<file path="src/rtl/rmii_rx_deframer.sv">
// RMII receive deframer: preamble/SFD hunt, LSB-first byte assembly and end-of-frame status.
// Define RX_CRC_CHECK_EN to build the CRC-32 FCS check into the frame error flag.
module rmii_rx_deframer #(
  parameter int MAX_LEN = 1522
) (
  input  logic        sysclk,
  input  logic        reset_n,
  input  logic [1:0]  rx_dibit,
  input  logic        rx_dv,
  input  logic        rx_err_in,
  output logic [7:0]  out_data,
  output logic        out_valid,
  output logic        out_sof,
  output logic        out_eof,
  output logic        out_err,
  output logic [10:0] out_len
);

  typedef enum logic [1:0] {IDLE, PREAMBLE, DATA, DROP} state_t;

  localparam logic [10:0] MAX_LEN_W = 11'(MAX_LEN);

  state_t      state_q, state_d;
  logic [1:0]  dibit_cnt;
  logic [5:0]  part_byte;
  logic [10:0] byte_cnt;
  logic        seen_01;
  logic        err_lat;
  logic        drop_eof;
  logic        seen_eff;
  logic        frame_start;
  logic        byte_done;
  logic        over;
  logic        emit;
  logic        eof_fire;
  logic        eof_err;
  logic        crc_bad;
  logic [7:0]  full_byte;

  function automatic logic [10:0] sat_inc(input logic [10:0] v);
    return (v == 11'h7FF) ? v : v + 11'd1;
  endfunction

  always_ff @(posedge sysclk or negedge reset_n) begin
    if (!reset_n) state_q <= IDLE;
    else          state_q <= state_d;
  end

  always_comb begin
    state_d = state_q;
    case (state_q)
      IDLE, PREAMBLE: begin
        if (!rx_dv)                 state_d = IDLE;
        else if (rx_dibit == 2'b10) state_d = DROP;
        else if (rx_dibit == 2'b11) state_d = seen_eff ? DATA : DROP;
        else                        state_d = PREAMBLE;
      end
      DATA: begin
        if (!rx_dv)    state_d = IDLE;
        else if (over) state_d = DROP;
      end
      DROP: begin
        if (!rx_dv) state_d = IDLE;
      end
      default: state_d = IDLE;
    endcase
  end

  // The first dibit seen in IDLE never has a prior 01 behind it.
  always_comb begin
    seen_eff    = (state_q == PREAMBLE) && seen_01;
    frame_start = (state_q == PREAMBLE) && rx_dv && (rx_dibit == 2'b11) && seen_01;
    byte_done   = (state_q == DATA) && rx_dv && (dibit_cnt == 2'd3);
    over        = byte_done && (byte_cnt >= MAX_LEN_W);
    emit        = byte_done && !over;
    full_byte   = {rx_dibit, part_byte};
    eof_fire    = !rx_dv && ((state_q == DATA) || ((state_q == DROP) && drop_eof));
    eof_err     = (state_q == DROP) || err_lat || (dibit_cnt != 2'd0) ||
                  (byte_cnt == 11'd0) || crc_bad;
  end

  always_ff @(posedge sysclk or negedge reset_n) begin
    if (!reset_n) begin
      seen_01   <= 1'b0;
      dibit_cnt <= 2'd0;
      part_byte <= 6'd0;
      byte_cnt  <= 11'd0;
      err_lat   <= 1'b0;
      drop_eof  <= 1'b0;
    end else begin
      if (state_q == IDLE || state_q == PREAMBLE) begin
        drop_eof <= 1'b0;
        if (rx_dv) seen_01 <= (rx_dibit == 2'b01) || seen_eff;
      end
      if (frame_start) begin
        dibit_cnt <= 2'd0;
        byte_cnt  <= 11'd0;
        err_lat   <= 1'b0;
      end else if (state_q == DATA && rx_dv) begin
        dibit_cnt <= dibit_cnt + 2'd1;
        case (dibit_cnt)
          2'd0:    part_byte[1:0] <= rx_dibit;
          2'd1:    part_byte[3:2] <= rx_dibit;
          2'd2:    part_byte[5:4] <= rx_dibit;
          default: part_byte      <= part_byte;
        endcase
        if (rx_err_in || over) err_lat <= 1'b1;
        if (over)              drop_eof <= 1'b1;
        if (emit)              byte_cnt <= sat_inc(byte_cnt);
      end
    end
  end

  always_ff @(posedge sysclk or negedge reset_n) begin
    if (!reset_n) begin
      out_data  <= 8'h00;
      out_valid <= 1'b0;
      out_sof   <= 1'b0;
      out_eof   <= 1'b0;
      out_err   <= 1'b0;
      out_len   <= 11'd0;
    end else begin
      out_valid <= emit;
      out_sof   <= emit && (byte_cnt == 11'd0);
      out_eof   <= eof_fire;
      if (emit) out_data <= full_byte;
      if (eof_fire) begin
        out_len <= byte_cnt;
        out_err <= eof_err;
      end
    end
  end

`ifdef RX_CRC_CHECK_EN
  logic [31:0] crc_q;

  function automatic logic [31:0] crc32_byte(input logic [31:0] c, input logic [7:0] d);
    logic [31:0] r;
    r = c ^ {24'd0, d};
    for (int i = 0; i < 8; i++) r = r[0] ? ((r >> 1) ^ 32'hEDB88320) : (r >> 1);
    return r;
  endfunction

  // Running over data plus FCS leaves the fixed residue when the FCS is intact.
  always_ff @(posedge sysclk or negedge reset_n) begin
    if (!reset_n)         crc_q <= 32'hFFFFFFFF;
    else if (frame_start) crc_q <= 32'hFFFFFFFF;
    else if (emit)        crc_q <= crc32_byte(crc_q, full_byte);
  end

  assign crc_bad = (crc_q != 32'hDEBB20E3);
`else
  assign crc_bad = 1'b0;
`endif

endmodule

</file>
<file path="config.mk">
export PLATFORM = sky130hd
export DESIGN_NAME = rmii_rx_deframer
export DESIGN_NICKNAME = d
export VERILOG_FILES = /design/src/rtl/rmii_rx_deframer.sv
export SDC_FILE = /design/constraint.sdc
export NUM_CORES = 1
export LEC_CHECK = 0
export BUFFER_PORTS_ARGS = -buffer_cell sky130_fd_sc_hd__buf_2
export CORE_MARGIN = 5
export CORE_UTILIZATION = 45
export CTS_CLUSTER_DIAMETER = 200
export DETAILED_ROUTE_END_ITERATION = 10
export SKIP_CTS_REPAIR_TIMING = 1
export SYNTH_ARGS = -nofsm -noshare
export SYNTH_HDL_FRONTEND = slang
export SYNTH_SLANG_ARGS = --single-unit
export TNS_END_PERCENT = 5
</file>
<file path="constraint.sdc">
create_clock -name sysclk -period 2.81 [get_ports sysclk]
set_input_delay 0 -clock sysclk [delete_from_list [all_inputs] [get_ports sysclk]]
set_output_delay 0 -clock sysclk [all_outputs]
set_load 0.01 [all_outputs]
</file>
### After elaboration in Yosys (flattened, before gate mapping)

Index checks and enable logic that the tools add are counted.

| operators by class | value |
|---|---|
| add/sub/neg operators | 2 |
| magnitude comparators | 1 |
| eq/ne operators | 13 |
| mux-type cells | 21 |
| bitwise operators | 1 |
| reductions and logical operators | 35 |

Operators with widths:

| kind | number |
|---|---|
| 11-bit 2-to-1 mux | 4 |
| 2-bit 2-to-1 mux | 8 |
| 2-bit equality test (second input constant) | 6 |
| 3-bit AND reduction | 4 |
| 11-bit by 1-bit adder with 11-bit output (second input constant) | 1 |
| 11-bit equality test (second input constant) | 1 |
| 11-bit >= comparator (second input constant) | 1 |
| 1-bit logical AND | 11 |
| 11-bit zero test | 1 |
| 1-bit 2-to-1 mux | 8 |
| 2-bit nonzero test | 4 |
| 1-bit logical OR | 7 |
| 2-bit by 1-bit equality test with 1-bit output (second input constant) | 3 |
| 2-bit one-hot mux with 3 select lines | 1 |
| 2-bit AND reduction | 3 |
| 2-bit zero test | 2 |
| 2-bit inequality test (second input constant) | 2 |
| 3-bit inequality test (second input constant) | 1 |
| 2-bit by 1-bit adder with 2-bit output (second input constant) | 1 |
| 1-bit zero test | 2 |
| 2-bit OR reduction | 1 |
| 1-bit NOT | 1 |

| storage, ports and cells | value |
|---|---|
| register bits | 47 |
| input port bits | 6 |
| output and inout bits | 23 |
| logic and storage cells | 88 |

### Logic depth before layout (Yosys ltp)

| logic depth | value |
|---|---|
| word-level depth | 9 |
| gate-level depth with buffers | 7 |
| depth with buffers taken out | 6 |

### Worst setup path after synthesis

Ideal clock, no wire load.

| timing path | value |
|---|---|
| path type | reg-to-reg |
| start | register byte_cnt[0] |
| end | register byte_cnt[1] |
| setup time | 0.128 ns |
| arrival time | 1.900 ns |
| required time | 2.682 ns |
| path slack | 0.782 ns |
| stages on the path, launching flop included | 8 |
| path buffers | 1 |
| clock period less this slack | 2.028 ns |
| path through | dfrtp_1 > inv_1 > ha_1 > nor4_2 > o31ai_4 > nor2_1 > buf_2 > mux2_1 |

| between the ends | value |
|---|---|
| longest elaborated chain between the ends | 6 |
| elaborated cells between the ends (all ways) | 13 |
| classes of those cells | add/sub: 1; order compare: 1; eq/ne: 2; mux: 4; reduce/logical: 5 |

Ends and longest elaborated chain:

| item | RTL line | RTL |
|---|---|---|
| start: declaration | 26 | `logic [10:0] byte_cnt;` |
| start signal: assignment | 109 | `if (emit) byte_cnt <= sat_inc(byte_cnt);` |
| 11-bit >= comparator | 74 | `over = byte_done && (byte_cnt >= MAX_LEN_W);` |
| 1-bit logical AND | 74 |  |
| 1-bit zero test | 75 | `emit = byte_done && !over;` |
| 1-bit logical AND | 75 |  |
| net emit | 34 | `logic emit;` |
| 2-bit nonzero test (no source line) | - |  |
| 3-bit AND reduction (no source line) | - |  |

The timed path passes the listed nets, and every way through them passes these cells. The select of a mux whose other input is x is not followed.
A chain may end at the register's enable or synchronous reset.

### Worst setup path in the final report

| timing path | value |
|---|---|
| start | register byte_cnt[0] |
| end | register out_data[5] |

| between the ends | value |
|---|---|
| longest elaborated chain between the ends | 4 |

Ends and longest elaborated chain:

| item | RTL line | RTL |
|---|---|---|
| 11-bit >= comparator | 74 |  |
| 1-bit logical AND | 74 |  |
| 1-bit zero test | 75 |  |
| 1-bit logical AND | 75 |  |
| end signal: assignment | 126 | `if (emit) out_data <= full_byte;` |
| end: declaration | 11 | `output logic [7:0] out_data,` |

Every way passes these cells.

==> flow_summary_export.csv <==
group,metric,value,unit
outcome,status,"completed",
clock_network,cts-root-buf,"clkbuf_8",
synthesis,ys_seq_area_share,54.9,%
sta,slew_violations,0,
synthesis,ys_warn_count,0,
synthesis,synthTopCellsByArea,"dfrtp_1 (55%), mux2_1 (8.9%), ha_1 (4.1%), mux2_2 (3.7%), nand2_1 (3.3%)",
global_route,grt_max_degree,48,
floorplanning,die-width,79.0,um
sta,finalClockSkew,2.99,ps
cells_and_area,synthToLayoutAreaGrowth,14.5,%
sta,fmax,470,MHz
critical_path,cpMaxStageDelayCell,"nor4_2",
floorplanning,num_rows,25,
drt,drt-pass1-iter-count,4,
place,postPlaceCellArea,2340,um^2
global_route,first_global_vias,1543,
global_route,grt_use_total,15.4,%
floorplanning,fp.coreArea,4660,um^2
floorplanning,die_h,79.0,um
clock_network,cts_sinks,47,
floorplanning,die_area,6240,um^2
critical_path,crit_family,"simple AND/OR/NAND/NOR gates",
critical_path,end_kind,"register",
min_path,min_path_cells,2,
critical_path,cp-start-kind,"register",
critical_path,crit_cells,7,
critical_path,crit_type,"reg2reg",
run,cap_violations,0,
global_route,antenna_found_initial,0,
sta,fin_hold_ws,21.4,ps
cells_and_area,fin_area,2450,um^2
synthesis,synth_area_leader_cell,"dfrtp_1",
clock_network,insertion_delay,290,ps
clock_network,cts_buffers,5,
global_route,grt_overflow,0,
min_path,hold_class,"in2reg",
clock_network,clock_path_buffers,2,
critical_path,crit_chain,"inv_1 -> ha_1 -> nor4_2 -> o31ai_4 -> nor2_1 -> buf_4 -> mux2_1",
critical_path,cp_max_fo,11,
clock_network,htreeDepth,2,
floorplanning,initial_utilization,46.0,%
synthesis,synth_cell_types,40,
place,gp_congestion,0.815,
synthesis,synth_area,2140,um^2
critical_path,required,2990,ps
cells_and_area,final_util,52.6,%
pwr,power.total,1.72,mW
drt,wl_per_cell,15.8,um
synthesis,synth-seq-cells,47,
clock_network,cts_tree,"built",
pwr,leakagePower,1.20,nW
synthesis,synth.avg_cell_area,11.8,um^2
pwr,irDropWorstVdd,0.437,mV
sta,setup_tns,0,ps
cells_and_area,fillers,425,
critical_path,worstPathArrival,2300,ps
drt,dr.first_iter.drc_count,181,
synthesis,netlist_instances,181,
sta,setup_ws,684,ps
cells_and_area,n_antenna_cell,0,
sta,rsz0062_at_grt,"false",
global_route,grt_pass1_wl,7420,um
drt,vias_per_cell,5.51,
floorplanning,num_io_pins,29,
drt,ant_nets,0,
cells_and_area,fin_nets,228,
drt,wirelength,4280,um
place,hpwl,3140,um
sta,finalCriticalPeriod,2130,ps
cells_and_area,layout_common_cells,"dfrtp_1 (47), buf_2 (28), nand2_1 (19)",
critical_path,crit_buf_inv,2,
cells_and_area,fin_cells,270,
place,pre_cts_slack,689,ps
sta,hold_violations,0,
cells_and_area,layout_commonest_cell,"dfrtp_1",
clock_network,cts.reportedPaths.clkPinSlew,80,ps
critical_path,reg2reg_depth,7,
sta,worst_pin_slew,1020,ps
cells_and_area,drive_above_1_share,22.2,%
sta,slew_headroom,31.9,%
sta,setup_viol,0,
pwr,power.density,702,nW/um^2
drt,drc,0,
critical_path,slowest_delay,460,ps
synthesis,synth_nets,194,
drt,num_vias,1488,
place,placed_cells,259,
place,port_buffers,28,
synthesis,synth_top_area_share,54.9,%
sta,post-route-period-util,75.6,%
[registers in the layout, summed over array words and instances, names as in the netlist]
| signal | cells |
|---|---|
| out_valid | 1 |
| out_len | 11 |
| drop_eof | 1 |
| out_data | 8 |
| out_err | 1 |
| err_lat | 1 |
| out_eof | 1 |
| dibit_cnt | 2 |
| part_byte | 6 |
| byte_cnt | 11 |
| seen_01 | 1 |
| out_sof | 1 |
| state_q | 2 |
[power breakdown]
group | leakage (nW) | switching [mW] | internal, mW
Combinational | 0.541 | 0.220 | 0.194
Clock | 0.0422 | 0.207 | 0.175
Sequential | 0.618 | 0.100 | 0.825
Total | 1.20 | 0.527 | 1.19
[worst paths after layout]
| check | start | end | slack [ps] |
|---|---|---|---|
| min in group asynchronous | reset_n | out_len[7] | 420 |
| worst min-delay path | rx_dibit[0] | out_data[6] | 20 |
| worst min register to register | out_data[6] | out_data[6] | 490 |
| worst max-delay path | byte_cnt[0] | out_data[5] | 680 |
| worst max register to register | byte_cnt[0] | out_data[5] | 680 |
| max in group asynchronous | reset_n | byte_cnt[5] | 1750 |
[Yosys cell counts (all sizes together)]
cell type	number
a32o	1
a22oi	1
a21oi	5
nand4	2
inv	9
o21a	1
nand2	19
a2bb2oi	1
nand3b	1
dfrtp	47
nand3	5
o21ai	6
and3	1
o31ai	5
nor3	4
or3	2
o41ai	1
nor2	5
a22o	1
mux2i	5
buf	2
nor2b	2
and4	2
mux2	24
clkbuf	5
and2	3
nand2b	3
or4	4
ha	7
nor4b	1
nand4b	2
nor4	3
a2111oi	1
[logic make-up after synthesis]
logic type	share of synthesized area [%]
and+or+nand+nor	15.2
DFF	54.9
muxes	15.0
AOI/OAI and AO/OA	7.77
buffers and inverters	3.04
adders and majority gates	4.09
[cell type report]
type	instances	area, um^2	share of cell area [%]
Timing Repair Buffer	34	193	7.86
Multi-Input combinational cell	118	901	36.7
Inverter	9	33.8	1.38
Sequential cell	47	1180	48.0
Tap cell	54	67.6	2.76
Clock inverter	1	5.00	0.204
Clock buffer	7	76.3	3.11
[per-layer routing]
metal  vias up  GRT usage (%)  wire, um
met1       740           17.4      1820
met5         -              0         0
met3         6           3.97       149
met4         0           4.98        61
met2        30           28.2      2250
li1        712              -         -
Power figures use the tool's default switching activity.
